===== src/rtl/systolic_seq_ctrl.sv =====
`default_nettype none
// ============================================================================
// Module      : systolic_seq_ctrl
// Description : Sequencer for an N x N output-stationary systolic MAC array.
//               A start command latches the inner length K and reads K
//               operand vectors (addresses 0..K-1). It then steps
//               (valid, first) tokens down a delay line so that each
//               anti-diagonal d = r+c gets its accumulator enable/sync-load
//               strobes at the moment its operands arrive. o_done pulses
//               once every PE holds its final result.
// Ports       : i_clk, i_rst_n (async, active-low)
//               i_start, i_k      - command strobe and inner length K
//               o_busy, o_done    - run status / completion pulse
//               o_err             - pulse when a start with K == 0 is rejected
//               o_rd_en, o_rd_addr- operand memory read strobe / index
//               o_en, o_sync      - per-anti-diagonal enable / sync-load
//               o_cycles          - busy-cycle count of the last completed run
//                                   (only with SYSTOLIC_SEQ_CTRL_PERF_EN)
// Options     : SYSTOLIC_SEQ_CTRL_PERF_EN - adds the o_cycles counter port
// Revision    : 1.0 - initial release
// ============================================================================
module systolic_seq_ctrl #(
  parameter int N   = 4,
  parameter int K_W = 16,
  parameter int L   = 2
) (
  input  logic             i_clk,
  input  logic             i_rst_n,
  input  logic             i_start,
  input  logic [K_W-1:0]   i_k,
  output logic             o_busy,
  output logic             o_done,
  output logic             o_err,
  output logic             o_rd_en,
  output logic [K_W-1:0]   o_rd_addr,
`ifdef SYSTOLIC_SEQ_CTRL_PERF_EN
  output logic [31:0]      o_cycles,
`endif
  output logic [2*N-2:0]   o_en,
  output logic [2*N-2:0]   o_sync
);

  localparam int D   = 2*N - 1;      // anti-diagonal count
  localparam int LEN = L + 2*N - 2;  // token delay-line length

  localparam logic [1:0] c_ST_IDLE  = 2'd0;
  localparam logic [1:0] c_ST_FEED  = 2'd1;
  localparam logic [1:0] c_ST_DRAIN = 2'd2;
  localparam logic [1:0] c_ST_DONE  = 2'd3;

  logic [1:0]     r_state;
  logic [K_W-1:0] r_k;
  logic [K_W-1:0] r_addr;
  logic [LEN-1:0] r_vld;
  logic [LEN-1:0] r_fst;
  logic           r_err;

  logic w_feed;
  logic w_first;
  logic w_last_rd;
  logic w_drained;

  assign w_feed    = (r_state == c_ST_FEED);
  assign w_first   = w_feed && (r_addr == '0);
  assign w_last_rd = (r_addr == (r_k - K_W'(1)));
  // Shifting the last tap out leaves zero exactly when the final token is
  // sitting in the last tap, i.e. this is the last cycle any o_en is high.
  assign w_drained = ((r_vld << 1) == '0);

  always_ff @(posedge i_clk or negedge i_rst_n) begin
    if (!i_rst_n) begin
      r_state <= c_ST_IDLE;
      r_k     <= '0;
      r_addr  <= '0;
      r_vld   <= '0;
      r_fst   <= '0;
      r_err   <= 1'b0;
    end else begin
      r_err <= 1'b0;
      // One token per FEED cycle enters tap 0; tap j is seen j+1 cycles later.
      r_vld <= (r_vld << 1) | LEN'(w_feed);
      r_fst <= (r_fst << 1) | LEN'(w_first);
      case (r_state)
        c_ST_IDLE: begin
          if (i_start) begin
            if (i_k == '0) begin
              r_err <= 1'b1;
            end else begin
              r_k     <= i_k;
              r_addr  <= '0;
              r_state <= c_ST_FEED;
            end
          end
        end
        c_ST_FEED: begin
          if (w_last_rd) begin
            r_state <= c_ST_DRAIN;
          end else begin
            r_addr <= r_addr + K_W'(1);
          end
        end
        c_ST_DRAIN: begin
          if (w_drained) begin
            r_state <= c_ST_DONE;
          end
        end
        default: begin
          r_state <= c_ST_IDLE;
        end
      endcase
    end
  end

`ifdef SYSTOLIC_SEQ_CTRL_PERF_EN
  logic [31:0] r_run;
  logic [31:0] r_cycles;

  // r_run counts busy cycles already completed. On the DRAIN->DONE edge it
  // misses the current DRAIN cycle and the upcoming DONE cycle, hence +2.
  always_ff @(posedge i_clk or negedge i_rst_n) begin
    if (!i_rst_n) begin
      r_run    <= '0;
      r_cycles <= '0;
    end else begin
      if (r_state == c_ST_IDLE) begin
        r_run <= '0;
      end else if (r_state != c_ST_DONE) begin
        r_run <= r_run + 32'd1;
      end
      if (r_state == c_ST_DRAIN && w_drained) begin
        r_cycles <= r_run + 32'd2;
      end
    end
  end

  assign o_cycles = r_cycles;
`endif

  assign o_busy    = (r_state != c_ST_IDLE);
  assign o_done    = (r_state == c_ST_DONE);
  assign o_err     = r_err;
  assign o_rd_en   = w_feed;
  assign o_rd_addr = r_addr;

  // Diagonal d sees its operands d cycles after diagonal 0, which itself
  // lags the read strobe by L cycles.
  for (genvar d = 0; d < D; d++) begin : g_diag
    assign o_en[d]   = r_vld[L+d-1];
    assign o_sync[d] = r_fst[L+d-1];
  end

endmodule
`default_nettype wire


===== config.mk =====
export PLATFORM = sky130hd
export DESIGN_NAME = systolic_seq_ctrl
export DESIGN_NICKNAME = d
export VERILOG_FILES = /design/src/rtl/systolic_seq_ctrl.sv
export SDC_FILE = /design/constraint.sdc
export NUM_CORES = 1
export LEC_CHECK = 0
export CAP_MARGIN = 10
export CORE_UTILIZATION = 47
export DETAILED_ROUTE_END_ITERATION = 6
export GPL_TIMING_DRIVEN = 0
export PLACE_DENSITY = 0.83
export SLEW_MARGIN = 20
export SYNTH_ARGS = -nofsm -noshare
export SYNTH_HDL_FRONTEND = slang
export SYNTH_SLANG_ARGS = --single-unit

===== constraint.sdc =====
create_clock -name i_clk -period 3.4 [get_ports i_clk]
set_input_delay 0.85 -clock i_clk [delete_from_list [all_inputs] [get_ports i_clk]]
set_output_delay 0.85 -clock i_clk [all_outputs]
set_load 0.01 [all_outputs]

# [Yosys cells after proc, flatten, opt, wreduce, memory -nomap -nowiden]
# Index checks and enable logic that the tools add are counted.
[word_totals] inputBits=19 register_bits=51 word_cells=42 output_inout_bits=34
[op_classes] n_reduce_logical=10 n_eq_ne=9 bitwise_logic=3 muxes=12 n_addsub=2
[op_table] op="$mux W16" n=3
[op_table] op="$logic_not A16 Y1" n=2
[op_table] op="$pmux W16 S2" n=1
[op_table] op="$add A16 B1 Y16 const B" n=1
[op_table] op="$eq A16 B16 Y1" n=1
[op_table] op="$or A8 B1 Y8" n=2
[op_table] op="$sub A16 B1 Y16 const B" n=1
[op_table] op="$logic_not A8 Y1" n=1
[op_table] op="$mux W2" n=4
[op_table] op="$ne A2 B2 Y1 const B" n=4
[op_table] op="$reduce_and A4 Y1" n=2
[op_table] op="$pmux W2 S3" n=1
[op_table] op="$eq A2 B2 Y1 const B" n=2
[op_table] op="$reduce_bool A2 Y1" n=2
[op_table] op="$mux W1" n=3
[op_table] op="$reduce_and A3 Y1" n=1
[op_table] op="$eq A2 B1 Y1 const B" n=1
[op_table] op="$logic_not A2 Y1" n=1
[op_table] op="$ne A2 B1 Y1 const B" n=1
[op_table] op="$logic_and A1 B1 Y1" n=1
[op_table] op="$not A1 Y1" n=1

# [Logic depth before layout (Yosys ltp)]
# Gate-level depths: netlist of the first run.
[logic_depth] word_depth=4 ltp_mapped=11 mapped_depth_nobuf=9

# [Least setup slack after synthesis of the first run]
# OpenSTA, ideal clock, no wires.
[synth_path] path_kind="register to register" startpoint="register r_k[7]" endpoint="register r_state[1]" period_less_slack_ps=3125 t_required_ps=3275 path_stages_with_launch=9 setup_slack_ps=275 arrival_time_ps=3000 path_buffers=1 setup_time_ps=125 cell_sequence="dfrtp_1 > or4_1 > buf_2 > or3_4 > or3_1 > a2111oi_1 > nand3_1 > a221o_1 > mux2_4"
[synth_between] elab_chain_len=4
[synth_lines] item="start: declaration" line="52" text="logic [K_W-1:0] r_k;"
[synth_lines] item="start signal: assignment" line="89" text="r_k <= i_k;"
[synth_lines] item="$sub A16 B1 Y16" line="65" text="assign w_last_rd = (r_addr == (r_k - K_W'(1)));"
[synth_lines] item="$eq A16 B16 Y1" line="65"
[synth_lines] item="$ne A2 B1 Y1 (no line)"
[synth_lines] item="$reduce_and A4 Y1 (no line)"
[synth_lines] item="end signal: assignment" line="72" text="r_state <= c_ST_IDLE;"
[synth_lines] item="end signal: assignment" line="91" text="r_state <= c_ST_FEED;"
[synth_lines] item="end signal: assignment" line="97" text="r_state <= c_ST_DRAIN;"
[synth_lines] item="end: declaration" line="51" text="logic [1:0] r_state;"
# No other way between the ends.
# A chain may end at the register's enable or synchronous reset.

# [Worst setup path after layout of the first run]
# Same ends and word-level chain as after synthesis.

==> reports/qor.yml, run 1 <==
synth:
  ys_types: 49
  synth_enable_flop_cells: 0
  ys_ff_latch: 51
  synthesis.area_um2: 2810
  synthArstFlopShare_pct: 100
  syn-num-nets: 300
  synth_top_area_share_pct: 45.5
  ys_warn_count: 0
  synth_seq_area_share_pct: 45.5
  synth_flop_cell: "dfrtp_1"
  syn_area_per_cell_um2: 10.2
  synthCells: 274
  synth_largest_area_cell: "dfrtp_1"
  synth_area_leaders: "dfrtp_1 45%, mux2_2 6.4%, buf_4 4.5%"
layout:
  final_cell_mix: "51 x clkdlybuf4s50_1, 50 x dfrtp_1, 18 x buf_4, 16 x nand2_1, 16 x mux2_2"
  drive_above_1_share_pct: 17.2
  final_common_cell: "clkdlybuf4s50_1"
  fin_cells: 409
  diodes: 0
  area_delta_synth_final_pct: 28.9
  nets: 362
  fillCellCount: 482
  seq_area_um2: 1280
  multi_input_area_um2: 1380
clock_tree:
  clock-sinks: 51
  h-tree-depth: 2
  clockBufferDepth: 2
  cts_made_buffers: 5
  cts_root_buffer: "clkbuf_8"
  insertion_delay_ps: 320
  clk_pin_slew_ps: 100
  cts_tree: "done"
worst_setup_path:
  reg2reg_slack_ps: 120
  cp-end-kind: "flip-flop"
  required_ps: 3610
  critPathLaunchType: "flip-flop"
  reg2reg_from: "r_k[7]"
  r2r_end: "r_state[1]"
  r2r_cells: 8
  path_max_fanout: 6
  cp.arrival_ps: 3490
  criticalPathCategory: "reg -> reg"
die:
  die-area_um2: 6280
  initial_utilization_pct: 49.7
  die_y_um: 79.3
  core_um2: 5640
  die_x_um: 79.3
  rows: 27
  boundaryPins: 53
run_status:
  status: "completed"
drt:
  routed-via-count: 2360
  ant_nets: 0
  drt_iter0_drc: 153
  wire_per_inst_um: 16.2
  firstDrtPassIters: 4
  wirelength_um: 6620
  drc: 0
  viasPerCell: 5.77
power:
  vdd_drop_max_mv: 0.209
  p_leak_nw: 1.59
  p_per_area_nw_per_um2: 284
timing:
  period_needed_ps: 3280
  fmax_mhz: 305
  setup_viol: 0
  hold_viol: 0
  period_share_pct: 96.6
  hold_slack_ps: 374
  relSlewSlack_pct: 56.2
  finClkSkew_ps: 9.28
  worst_pin_slew_ps: 652
  rsz0062_at_grt: "no"
  drv_slew: 0
worst_hold_path:
  min_path_type: "reg -> reg"
  hold-path-endpoint: "r_fst[1]"
  hold_depth: 0
  min-delay-start: "r_fst[0]"
placement:
  place_inst: 400
  port_buffers: 52
  place_congestion: 0.836
  place_hpwl_um: 4990
global_routing:
  grt_util_all_layers_pct: 22.7
  grt_overflow: 0
  grt_max_degree: 20
  grt_first_pass_wirelength_um: 10900
  antenna_found_initial: 0
  grt_pass1_vias: 2273
job:
  drv_cap: 0
[synthesized netlist by cell type, drive strengths merged (7+ instances only)]
| cell type | number |
|---|---|
| a21oi | 13 |
| nand3 | 10 |
| nand2 | 17 |
| xnor2 | 7 |
| inv | 10 |
| ha | 7 |
| buf | 19 |
| o21ai | 14 |
| nand4 | 7 |
| xor2 | 11 |
| nor2 | 7 |
| or3 | 12 |
| mux2 | 17 |
| dfrtp | 51 |
| nor4 | 12 |
[cell families (layout without fill, tap and decap cells)]
group           Yosys count  count (layout)  synth area share, %
xor+xnor                 18              18                 5.62
compound gates           47              47                 10.9
simple gates             96              96                 19.8
buf+inv                  35              98                 7.00
mux                      20              20                 8.03
fa+ha+maj                 7               7                 3.12
flops                    51              51                 45.5
[stage by stage]
stage	setup TNS (ps)	utilization, %	power (W)	cell area (um2)	worst slack, ps
after detailed placement	-3150	61.4	0.000663	3470	-209
after CTS	0	63.3	0.00103	3570	45.7
after global routing	0	64.1	0.00106	3620	14.6
final	0	64.1	0.00103	3620	117
after global placement	-1850	60.5	0.000655	3420	-169
after floorplan	0	-	0.000620	2810	275
[final cells by class]
type | count | share of cell area [%]
multi-input combinational | 188 | 38.1
inverter | 10 | 1.04
buffer | 25 | 4.39
clock inverter | 3 | 0.761
timing repair buffer | 55 | 16.0
tap | 72 | 2.49
clock buffer | 5 | 1.90
sequential | 51 | 35.3
[what timing repair did]
item	in CTS	in global routing
setup buffers	0	1
pin swaps	0	2
setup endpoints to repair	10	14
endpoints found under the hold margin	0	0
gates resized for setup	2	6
hold buffers	0	0
[layer usage]
layer	GRT usage (%)	vias to the layer above	part of all wire [%]
li1	-	1119	-
met1	30.6	1156	43
met2	38.4	77	51
met3	3.10	8	4.7
met4	6.18	0	1.2
met5	0	-	0
[worst max path at each step]
stage | startpoint | endpoint | slack, ps | cells past startpoint
after floorplan | r_k[7] | r_state[1] | 270 | 8
after global placement | i_k[10] | o_rd_addr[12] | -170 | 9
after detailed placement | i_k[10] | o_rd_addr[12] | -210 | 9
after CTS | r_k[7] | r_state[1] | 50 | 8
after global routing | r_k[7] | o_rd_addr[1] | 10 | 10
final | r_k[7] | r_state[1] | 120 | 8
[power by group]
part | total, W | switching (W) | internal (W)
Sequential | 0.000606 | 0 | 0.000606
Combinational | 0.0000439 | 0.0000190 | 0.0000248
Clock | 0.000375 | 0.000223 | 0.000153
Total | 0.00103 | 0.000242 | 0.000784
[worst max-delay path: stages (launching register included)]
cell       delay, ps
dfrtp_2          480
or4_1            530
buf_2            180
or3_4            390
or3_1            410
a2111oi_4        370
nand3_2          170
a221o_1          360
mux2_4           300
[state kept, by name, summed over array words and instances (netlist names)]
signal and count:
o_rd_addr 16, r_k 16, r_vld 8, r_fst 8
o_err 1, r_state 2
Power figures use the tool's default switching activity.
==> run 2: changes to the inputs <==
--- a/config.mk
+++ b/config.mk
@@ -5,7 +5,8 @@
 export SDC_FILE = /design/constraint.sdc
 export NUM_CORES = 1
 export LEC_CHECK = 0
-export CAP_MARGIN = 10
+export CAP_MARGIN = 30
+export CORE_MARGIN = 4
 export CORE_UTILIZATION = 47
 export DETAILED_ROUTE_END_ITERATION = 6
 export GPL_TIMING_DRIVEN = 0
==> run 2 against run 1 <==
Fmax shrank 1.0%; global-route usage shrank 4.6 points; hold slack worse by 9.7 ps; critical path depth unchanged; critical path type unchanged; final cell count shrank 0.24%; highest routed layer unchanged; sequential share of layout area rose by 0.55 points.
==> reports/qor.yml, run 2 (synthesis gave the netlist of run 1 again) <==
power:
  p_seq_share_pct: 59.5  # was 59.1%
  p_leak_nw: 1.58  # was 1.59 nW
  combPwrFrac_pct: 3.8  # was 4.3%
  p_per_area_nw_per_um2: 286  # was 284 nW/um2
  vdd_drop_max_mv: 0.205  # was 0.209 mV
  power.switching_w: 0.000240  # was 0.000242 W
  netSwitchingFraction_pct: 23.5  # was 23.6%
  power_w: 0.00102  # was 0.00103 W
  p_int_w: 0.000780  # was 0.000784 W
  clkPwrFrac_pct: 36.8  # was 36.6%
worst_hold_path:
  hold_depth: 0  # unchanged
  min_path_type: "reg -> reg"  # unchanged
  hold-path-endpoint: "r_fst[1]"  # unchanged
  min-delay-start: "r_fst[0]"  # unchanged
global_routing:
  grt_util_all_layers_pct: 18.2  # was 22.7%
  antenna_found_initial: 0  # unchanged
  grt_pass1_vias: 2313  # was 2273
  grt_first_pass_wirelength_um: 10800  # was 10900 um
  grt_max_degree: 34  # was 20
  grt_overflow: 0  # unchanged
worst_setup_path:
  r2r_end: "r_state[1]"  # unchanged
  required_ps: 3610  # about the same
  cp-end-kind: "flip-flop"  # unchanged
  critPathLaunchType: "flip-flop"  # unchanged
  r2r_cells: 8  # unchanged
  path_max_fanout: 6  # unchanged
  reg2reg_slack_ps: 80  # was 120 ps
  reg2reg_from: "r_k[7]"  # unchanged
  cp.arrival_ps: 3520  # was 3490 ps
  criticalPathCategory: "reg -> reg"  # unchanged
run_status:
  status: "completed"  # unchanged
layout:
  final_cell_mix: "51 x clkdlybuf4s50_1, 51 x dfrtp_1, 18 x buf_4, 16 x nand2_1, 16 x mux2_2"  # was 51 x clkdlybuf4s50_1, 50 x dfrtp_1, 18 x buf_4, 16 x nand2_1, 16 x mux2_2
  seq_area_um2: 1280  # about the same
  drive_above_1_share_pct: 16.1  # was 17.2%
  multi_input_area_um2: 1360  # was 1380 um2
  area_delta_synth_final_pct: 26.8  # was 28.9%
  diodes: 0  # unchanged
  fillCellCount: 460  # was 482
  nets: 361  # was 362
clock_tree:
  clockBufferDepth: 2  # unchanged
  h-tree-depth: 2  # unchanged
  hold_buffers: 0  # unchanged
  cts_root_buffer: "clkbuf_8"  # unchanged
  clk_pin_slew_ps: 100  # about the same
  insertion_delay_ps: 310  # was 320 ps
  cts_tree: "done"  # unchanged
  cts_made_buffers: 5  # unchanged
  clock-sinks: 51  # unchanged
die:
  die_y_um: 85.3  # was 79.3 um
  rows: 27  # unchanged
  boundaryPins: 53  # unchanged
  core_um2: 5640  # unchanged
  initial_utilization_pct: 49.7  # unchanged
  die_x_um: 85.3  # was 79.3 um
  die-area_um2: 7270  # was 6280 um2
drt:
  wirelength_um: 6430  # was 6620 um
  drt_iter0_drc: 134  # was 153
  wire_per_inst_um: 15.8  # was 16.2 um
  viasPerCell: 5.71  # was 5.77
  drc: 0  # unchanged
  routed-via-count: 2331  # was 2360
  ant_nets: 0  # unchanged
  firstDrtPassIters: 5  # was 4
timing:
  fin_ws_ps: 82.9  # was 117 ps
  relSlewSlack_pct: 60.3  # was 56.2%
  timing.setup.tns_ps: 0  # unchanged
  drv_slew: 0  # unchanged
  period_share_pct: 97.6  # was 96.6%
  rsz0062_at_grt: "no"  # unchanged
  setup_viol: 0  # unchanged
  fmax_mhz: 301  # was 305 MHz
  period_needed_ps: 3320  # was 3280 ps
  finClkSkew_ps: 6.99  # was 9.28 ps
  hold_viol: 0  # unchanged
  worst_pin_slew_ps: 591  # was 652 ps
placement:
  place_ws_ps: -131  # was -209 ps
  place_hpwl_um: 4900  # was 4990 um
  place_congestion: 0.865  # was 0.836
  port_buffers: 52  # unchanged
job:
  drv_cap: 0  # unchanged
## run 2: worst max-delay path: stages, from the launching register on
cell	delay, ps
dfrtp_1	470
or4_1	530
buf_2	170
or3_4	390
or3_1	370
a2111oi_2	410
nand3_1	210
a221o_1	370
mux2_4	300
## run 2: area by class of cell
| class | count | share of cell area [%] |
|---|---|---|
| plain buffers | 25 | 4.47 |
| clock buffers | 5 | 1.93 |
| clock inverters | 3 | 0.774 |
| inverters | 10 | 1.06 |
| multi-input cells | 188 | 38.1 |
| flip-flops and latches | 51 | 35.9 |
| well taps | 72 | 2.53 |
| repair buffers | 54 | 15.3 |
## run 2: power by group through the flow
stage | sequential (W) | clock, W | combinational [W]
6_report | 0.000606 | 0.000375 | 0.0000384
3_3_place_gp | 0.000618 | 0 | 0.0000368
5_1_grt | 0.000606 | 0.000409 | 0.0000429
4_1_cts | 0.000606 | 0.000381 | 0.0000396
2_1_floorplan | 0.000618 | 0 | 0.00000130
3_5_place_dp | 0.000618 | 0 | 0.0000395
## run 2: worst max-delay path by stage
| stage | start | endpoint | slack, ps |
|---|---|---|---|
| 3_5_place_dp | i_k[13] | o_rd_addr[12] | -130 |
| 5_1_grt | r_k[7] | r_state[1] | 20 |
| 6_report | r_k[7] | r_state[1] | 80 |
| 3_3_place_gp | i_k[10] | o_rd_addr[12] | -160 |
| 4_1_cts | r_k[7] | r_state[1] | 80 |
| 2_1_floorplan | r_k[7] | r_state[1] | 270 |
## run 2: through the flow
stage | hold slack (ps) | utilization [%] | cell area [um2] | instances
2_1_floorplan | 331 | - | 2810 | 274
3_3_place_gp | 335 | 60.5 | 3420 | 398
3_5_place_dp | 343 | 60.8 | 3430 | 399
4_1_cts | 370 | 62.7 | 3540 | 407
5_1_grt | 373 | 63.1 | 3560 | 408
6_report | 364 | 63.1 | 3560 | 408
## run 2: metal layers
metal  vias up  wire length, um  global-route usage [%]
li1       1118                -                       -
met1      1127             2890                    24.2
met2        76             3070                    30.4
met3        10              375                    3.01
met4         0               90                    5.18
met5         -                0                       0
## run 2: timing repair
action	in CTS	in global routing
gates resized for setup	2	2
pin swaps	0	1
setup endpoints to repair	3	8
buffers inserted	0	1
cloned	0	0
